[config.mk]
export PLATFORM = sky130hd
export DESIGN_NAME = mult_seq
export DESIGN_NICKNAME = d
export VERILOG_FILES = /design/src/rtl/mult_seq.sv
export SDC_FILE = /design/constraint.sdc
export NUM_CORES = 1
export LEC_CHECK = 0
export ABC_CLOCK_PERIOD_IN_PS = 13500
export BUFFER_PORTS_ARGS = -buffer_cell sky130_fd_sc_hd__clkbuf_2
export CORE_ASPECT_RATIO = 0.6
export CORE_MARGIN = 5
export CORE_UTILIZATION = 30
export CTS_CLUSTER_DIAMETER = 120
export DETAILED_ROUTE_END_ITERATION = 8
export SLEW_MARGIN = 20
export SYNTH_ARGS = -nofsm -noshare
export SYNTH_HDL_FRONTEND = slang
export SYNTH_HIERARCHICAL = 1
export SYNTH_SLANG_ARGS = --single-unit
[constraint.sdc]
create_clock -name clock -period 13.5 [get_ports clock]
set_input_delay 2.7 -clock clock [delete_from_list [all_inputs] [get_ports clock]]
set_output_delay 2.7 -clock clock [all_outputs]
set_load 0.01 [all_outputs]
[src/rtl/mult_seq.sv]
// Sequential 32x32 signed radix-2 Booth multiplier; low 32 product bits, 33-cycle latency.
// Define MULT_OVF_EN to build the signed-overflow flag on data_exception (tied 0 otherwise).

module adder_32 (
   input  logic [31:0] i_a,
   input  logic [31:0] i_b,
   input  logic        i_cin,
   output logic [31:0] o_sum,
   output logic        o_overflow
);
   logic [31:0] w_low;
   logic [1:0]  w_high;

   // Overflow is the carry into the sign bit differing from the carry out of it.
   assign w_low      = {1'b0, i_a[30:0]} + {1'b0, i_b[30:0]} + {31'b0, i_cin};
   assign w_high     = {1'b0, i_a[31]} + {1'b0, i_b[31]} + {1'b0, w_low[31]};
   assign o_sum      = {w_high[0], w_low[30:0]};
   assign o_overflow = w_high[1] ^ w_low[31];
endmodule

module mult_seq (
   input  logic        clock,
   input  logic        reset,
   input  logic        ctrl_MULT,
   input  logic [31:0] data_operandA,
   input  logic [31:0] data_operandB,
   output logic [31:0] data_result,
   output logic        data_exception,
   output logic        data_resultRDY,
   output logic        busy
);
   typedef enum logic [1:0] {S_IDLE, S_RUN, S_DONE} state_t;

   state_t      r_state;
   logic [64:0] r_p;
   logic [31:0] r_m;
   logic [4:0]  r_cnt;
   logic [31:0] r_result;
   logic        r_exception;
   logic        r_rdy;
   logic        r_busy;

   logic [31:0] w_add_b;
   logic        w_cin;
   logic        w_do_add;
   logic [31:0] w_sum;
   logic        w_ovf;
   logic [31:0] w_upper;
   logic        w_sign;
   logic [64:0] w_p_next;
   logic        w_exc;

   // NOTE: every signal driven here gets a default first, so no path leaves it unassigned (no latch).
   always_comb begin
      w_add_b  = r_m;
      w_cin    = 1'b0;
      w_do_add = 1'b0;
      case (r_p[1:0])
         2'b01: w_do_add = 1'b1;
         2'b10: begin
            w_do_add = 1'b1;
            w_add_b  = ~r_m;
            w_cin    = 1'b1;
         end
         default: w_do_add = 1'b0;
      endcase
   end

   adder_32 u_adder (
      .i_a        (r_p[64:33]),
      .i_b        (w_add_b),
      .i_cin      (w_cin),
      .o_sum      (w_sum),
      .o_overflow (w_ovf)
   );

   // The shifted-in bit is the true 33-bit sign of the sum, so M = 0x80000000 stays exact.
   assign w_upper  = w_do_add ? w_sum : r_p[64:33];
   assign w_sign   = w_do_add ? (w_sum[31] ^ w_ovf) : r_p[64];
   assign w_p_next = {w_sign, w_upper, r_p[32:1]};

`ifdef MULT_OVF_EN
   assign w_exc = |(w_p_next[64:33] ^ {32{w_p_next[32]}});
`else
   assign w_exc = 1'b0;
`endif

   // NOTE: sequential state uses non-blocking assignments so every register samples pre-edge values.
   always_ff @(posedge clock or posedge reset) begin
      if (reset) begin
         r_state     <= S_IDLE;
         r_p         <= '0;
         r_m         <= '0;
         r_cnt       <= '0;
         r_result    <= '0;
         r_exception <= 1'b0;
         r_rdy       <= 1'b0;
         r_busy      <= 1'b0;
      end else begin
         r_rdy <= 1'b0;
         case (r_state)
            S_IDLE: begin
               if (ctrl_MULT) begin
                  r_m     <= data_operandA;
                  r_p     <= {32'b0, data_operandB, 1'b0};
                  r_cnt   <= '0;
                  r_busy  <= 1'b1;
                  r_state <= S_RUN;
               end
            end
            S_RUN: begin
               r_p   <= w_p_next;
               r_cnt <= r_cnt + 5'd1;
               if (r_cnt == 5'd31) begin
                  r_result    <= w_p_next[32:1];
                  r_exception <= w_exc;
                  r_rdy       <= 1'b1;
                  r_busy      <= 1'b0;
                  r_state     <= S_DONE;
               end
            end
            S_DONE: begin
               if (ctrl_MULT) begin
                  r_m     <= data_operandA;
                  r_p     <= {32'b0, data_operandB, 1'b0};
                  r_cnt   <= '0;
                  r_busy  <= 1'b1;
                  r_state <= S_RUN;
               end else begin
                  r_state <= S_IDLE;
               end
            end
            default: r_state <= S_IDLE;
         endcase
      end
   end

   assign data_result    = r_result;
   assign data_exception = r_exception;
   assign data_resultRDY = r_rdy;
   assign busy           = r_busy;
endmodule

## After elaboration in Yosys (flattened, before gate mapping)

Index checks and enable logic that the tools add are counted.

| cells by class | value |
|---|---|
| add/sub/neg operators | 5 |
| equal/unequal tests | 9 |
| muxes and demuxes | 18 |
| bitwise gates (word level) | 3 |
| reductions and logical operators | 10 |

Operators by type and width:

| kind | count |
|---|---|
| $pmux 65 s2 | 1 |
| $mux 65 | 1 |
| $mux 32 | 2 |
| $add 31x31->32 | 1 |
| $add 32x1->32 | 1 |
| $not 32->32 | 1 |
| $pmux 5 s2 | 1 |
| $mux 1 | 8 |
| $reduce_and 2->1 | 4 |
| $ne 2x2->1 const B | 3 |
| $pmux 2 s3 | 1 |
| $reduce_and 3->1 | 2 |
| $add 5x1->5 const B | 1 |
| $eq 5x5->1 const B | 1 |
| $mux 5 | 1 |
| $eq 2x1->1 const B | 2 |
| $eq 2x2->1 const B | 2 |
| $mux 2 | 2 |
| $reduce_or 2->1 | 2 |
| $add 1x1->2 | 1 |
| $add 2x1->2 | 1 |
| $logic_not 2->1 | 1 |
| $ne 2x1->1 const B | 1 |
| $pmux 1 s2 | 1 |
| other kinds (2) | 3 |

| word-level totals | value |
|---|---|
| register bits after elaboration | 138 |
| input port bits | 67 |
| output and inout port bits | 35 |
| word-level logic and storage cells | 53 |

## Longest topological paths before layout

| depth | value |
|---|---|
| depth in word-level cells | 9 |
| mapped depth | 18 |
| depth with buffers taken out | 16 |

## Hierarchy

The synthesis kept the hierarchy.

By module, submodules not included:

| module | instances | cells an instance | area an instance (sq um) | seq. area each (sq um) |
|---|---|---|---|---|
| mult_seq | 1 | 537 | 6610.1 | 3453.3 |
| adder_32 | 1 | 237 | 1707.9 | 0.0 |

## Worst setup path after synthesis

OpenSTA, ideal clock, no wires.

| timing path | value |
|---|---|
| path kind | register -> register |
| start point | register r_p[0] |
| end point | register r_p[64] |
| library setup time | 0.133 ns |
| data arrival time | 3.667 ns |
| required time | 13.367 ns |
| path slack | 9.700 ns |
| cell stages (with the launch flop) | 18 |
| buffers on the path | 2 |
| period minus slack after synthesis | 3.800 ns |
| path through | dfrtp_1 > inv_1 > ha_1 > clkbuf_1 > buf_2 > xor2_1 > ha_1 > nor2b_1 > o31a_1 > o31a_1 > a21bo_2 > a31oi_2 > a21oi_2 > fa_1 > xor2_1 > xor2_1 > nor3_1 > o32ai_1 |

| between the ends | value |
|---|---|
| elaborated cells on any way between the ends | 16 |
| classes of those cells | add/sub: 4; eq/ne: 3; mux: 5; bitwise: 2; reduce/logical: 2 |

RTL lines:

| what | RTL line | source |
|---|---|---|
| from (decl) | 35 | `logic [64:0] r_p;` |
| from (signal assigned) | 105 | `r_p <= {32'b0, data_operandB, 1'b0};` |
| from (signal assigned) | 112 | `r_p <= w_p_next;` |
| from (signal assigned) | 125 | `r_p <= {32'b0, data_operandB, 1'b0};` |
| $eq 2x2->1 (*) | 58 | `case (r_p[1:0])` |
| $mux 1 (*) | 58 |  |
| via w_cin | 44 | `logic w_cin;` |
| $add 32x1->32 (*) | 15 | `assign w_low = {1'b0, i_a[30:0]} + {1'b0, i_b[30:0]} + {31'b0, i_cin};` |
| $add 2x1->2 | 16 | `assign w_high = {1'b0, i_a[31]} + {1'b0, i_b[31]} + {1'b0, w_low[31]};` |
| $xor 1x1->1 (*) | 18 | `assign o_overflow = w_high[1] ^ w_low[31];` |
| via w_ovf | 47 | `logic w_ovf;` |
| $xor 1x1->1 (*) | 79 | `assign w_sign = w_do_add ? (w_sum[31] ^ w_ovf) : r_p[64];` |
| $mux 1 (*) | 79 |  |
| $pmux 65 s2 (*) | 101 | `case (r_state)` |

The timed path passes the listed nets; every way through them passes the cells marked *. The select of a mux whose other input is x is not followed.
A chain may end at the register's enable or synchronous reset.

## Worst setup path in the final report

Ends and elaborated chain as after synthesis.

==> results.py <==
metrics = {
    "yosys": {
        "synth_mux_area_frac": 0.131,
        "yosysUniqueCellTypes": 67,
        "synth-main-ff-cell": "dfrtp_1",
        "synthXorXnorAreaFrac": 0.0621,
        "ys_seq_elements": 138,
        "netlist_area_sq_um": 8320,
        "synth_top_family_by_area": "compound AO/OA/AOI/OAI gates",
        "synth_area_leader_cell": "dfrtp_1",
        "synth_top_area_frac": 0.415,
        "ys_seq_area_frac": 0.415,
        "synth-simple-area-share": 0.120,
        "synthAdderAreaFrac": 0.0569,
        "yosysMostFrequentCell": "dfrtp_1",
        "synth_compound_area_frac": 0.164,
        "synth_fp_nets": 877,
        "yosys_warnings": 6,
        "synth_edf_count": 0,
        "synth.avg_cell_area_sq_um": 10.7,
        "synth_area_leaders": "dfrtp_1 (42%), mux2i_1 (7.8%), o2bb2ai_2 (5.6%)",
        "synthArstFlopShare": 1.00,
        "synth_cells": 774,
        "synth_common_cells": "dfrtp_1 (138), nand2_1 (119), mux2i_1 (65)",
    },
    "die": {
        "coreArea_sq_um": 27500,
        "die_h_um": 139,
        "ioPinCount": 102,
        "die_x_um": 225,
        "die-area_sq_um": 31300,
        "initial_utilization": 0.303,
        "fp-row-count": 47,
    },
    "setup_path": {
        "start_kind": "flip-flop",
        "cp-startpoint": "r_p[0]$_DFFE_PP0P_",
        "arrival_ps": 4730,
        "path_class": "reg2reg",
        "rr_worst_depth": 16,
        "end_kind": "flip-flop",
        "path_max_fanout": 24,
        "cp.required_ps": 13790,
        "rr_startpoint": "r_p[0]$_DFFE_PP0P_",
    },
    "clock_network": {
        "clock_sinks": 138,
        "cts_tree": "yes",
        "cts_made_buffers": 17,
        "h-tree-depth": 4,
        "cts-root-buf": "clkbuf_16",
        "cts_buffer_depth": 2,
        "hold_buffers": 0,
        "postCtsSetupBuffers": 0,
        "cts.clk_slew.worst_paths_ps": 60,
        "clk_latency_ps": 430,
        "cts_resized": 0,
    },
    "detailed_routing": {
        "avgRoutedWirePerCell_um": 16.4,
        "dr_total_vias": 5900,
        "wl_met1_um": 11200,
        "drt_drc_violations_left": 0,
        "wl_met3_um": 988,
        "first_pass_iters": 5,
        "met2_wirelength_um": 7750,
        "routed_via_density": 4.80,
        "maxUsedRoutingLayer": "met4",
        "drtIter0Drc": 350,
        "ant_nets": 0,
        "wl_um": 20100,
    },
    "worst_hold_path": {
        "hold_path_class": "reg2reg",
        "hp-start": "r_cnt[3]$_DFFE_PP0P_",
        "whs_path_depth": 1,
    },
    "final_layout": {
        "fill_cells": 2743,
        "antenna_cells": 0,
        "stdcell_count": 1230,
        "num-nets-final": 953,
        "finalInstanceArea_sq_um": 9550,
        "drive_above_1_share": 0.276,
        "synthToLayoutAreaGrowth_pct": 14.8,
    },
    "timing": {
        "rsz0062_at_grt": "no",
        "worst_slew_pin_slew_ps": 1120,
        "setup_violations": 0,
        "min_period_over_period": 0.329,
        "fin_setup_tns_ps": 0,
        "postLayoutSetupSlackWorst_ps": 9060,
        "drv_slew": 0,
        "layout_min_cycle_time_ps": 4440,
        "fin_skew_ps": 8.56,
        "fmax_mhz": 225,
        "timing_hold_violations_final": 0,
        "slew_headroom": 0.253,
    },
    "grt": {
        "grt_pass1_vias": 5919,
        "antenna_found_initial": 0,
        "grt_first_pass_wirelength_um": 33200,
        "grt_max_degree": 91,
        "overflow": 0,
        "grt_usage": 0.131,
    },
    "place": {
        "post-place-ws_ps": 8950,
        "dpl_cell_area_sq_um": 8990,
        "place_congestion": 0.858,
        "dpl.hpwl_um": 13900,
        "io_buffer_count": 100,
        "dp.cells": 1198,
    },
    "outcome": {
        "status": "finished clean",
    },
    "job": {
        "drv_cap": 0,
    },
}
-- worst paths after layout --
path | to | slack [ps]
setup / recovery | r_p[64]$_DFFE_PP0P_ | 9060
hold / removal | r_cnt[3]$_DFFE_PP0P_ | 470
setup reg to reg | r_p[64]$_DFFE_PP0P_ | 9060
hold reg to reg | r_cnt[3]$_DFFE_PP0P_ | 470
max in group asynchronous | r_state[0]$_DFFE_PP0P_ | 9850
min in group asynchronous | data_result[1]$_DFFE_PP0P_ | 2440
-- per-layer routing --
layer  track usage  up-vias
met5             0        -
met4        0.0301        0
met3        0.0370       18
met2         0.169      126
met1         0.211     2872
li1              -     2884
-- cells in the final DEF, fill, tap and decap left out, drive strengths merged, types with 2 or more instances in the layout --
cell	instances
o21ai	54
mux2i	65
inv	15
buf	7
nand2	119
dfrtp	138
a21boi	4
xor2	46
a21o	10
nand4	5
nor3	3
clkinvlp	2
fa	3
and3	7
xnor2	13
a22o	3
o2bb2ai	32
a211oi	3
a31oi	5
o21a	4
o31a	2
mux2	31
clkinv	7
ha	33
nand3	41
clkbuf	121
nor2	20
o211ai	3
a21oi	30
nand2b	2
nor3b	4
nor2b	4
or2	2
o21bai	4
and2	7
-- flip-flops by register name, summed over array words and instances, names as in the netlist --
signal	flops
r_p	65
data_result	32
r_m	32
r_cnt	5
r_state	2
busy	1
data_resultRDY	1
-- cell type report --
cell class                 count  area, sq um  area share
clock buffer                  21          460      0.0482
clock inverter                11         96.3      0.0101
inverter                      14         57.6     0.00603
multi-input combinational    572         4470       0.468
sequential                   138         3450       0.362
tap                          367          459      0.0481
timing repair buffer         107          553      0.0579
-- cells by family (layout without fill, tap and decap cells) --
kind of cell | count (synthesis) | after routing
XOR/XNOR | 59 | 59
adder cells (fa/ha/maj) | 36 | 36
AO/OA/AOI/OAI | 163 | 163
AND/OR/NAND/NOR | 217 | 217
multiplexers | 96 | 96
flip-flops | 138 | 138
buffers and inverters | 64 | 153
other | 1 | 1
-- worst max-delay path, stage by stage (launching register included) --
cell and delay (ps):
dfrtp_1 380, inv_1 60, ha_2 350, buf_4 440, xor2_1 280, ha_1 280, nor2b_1 140, o31a_1 270
o31a_1 360, a21bo_2 270, a31oi_2 280, a21oi_2 110, fa_1 390, xor2_1 180, xor2_1 150, nor3_1 200
o32ai_1 140
-- metrics by stage --
| stage | util | hold WS [ps] |
|---|---|---|
| 2_1_floorplan | - | 437 |
| 3_3_place_gp | 0.327 | 457 |
| 3_5_place_dp | 0.327 | 467 |
| 4_1_cts | 0.348 | 478 |
| 5_1_grt | 0.348 | 514 |
| 6_report | 0.348 | 472 |
Power is left out: the tool's default activity adds up to more than one toggle a clock period on the data nets, which glitch-free logic cannot reach.
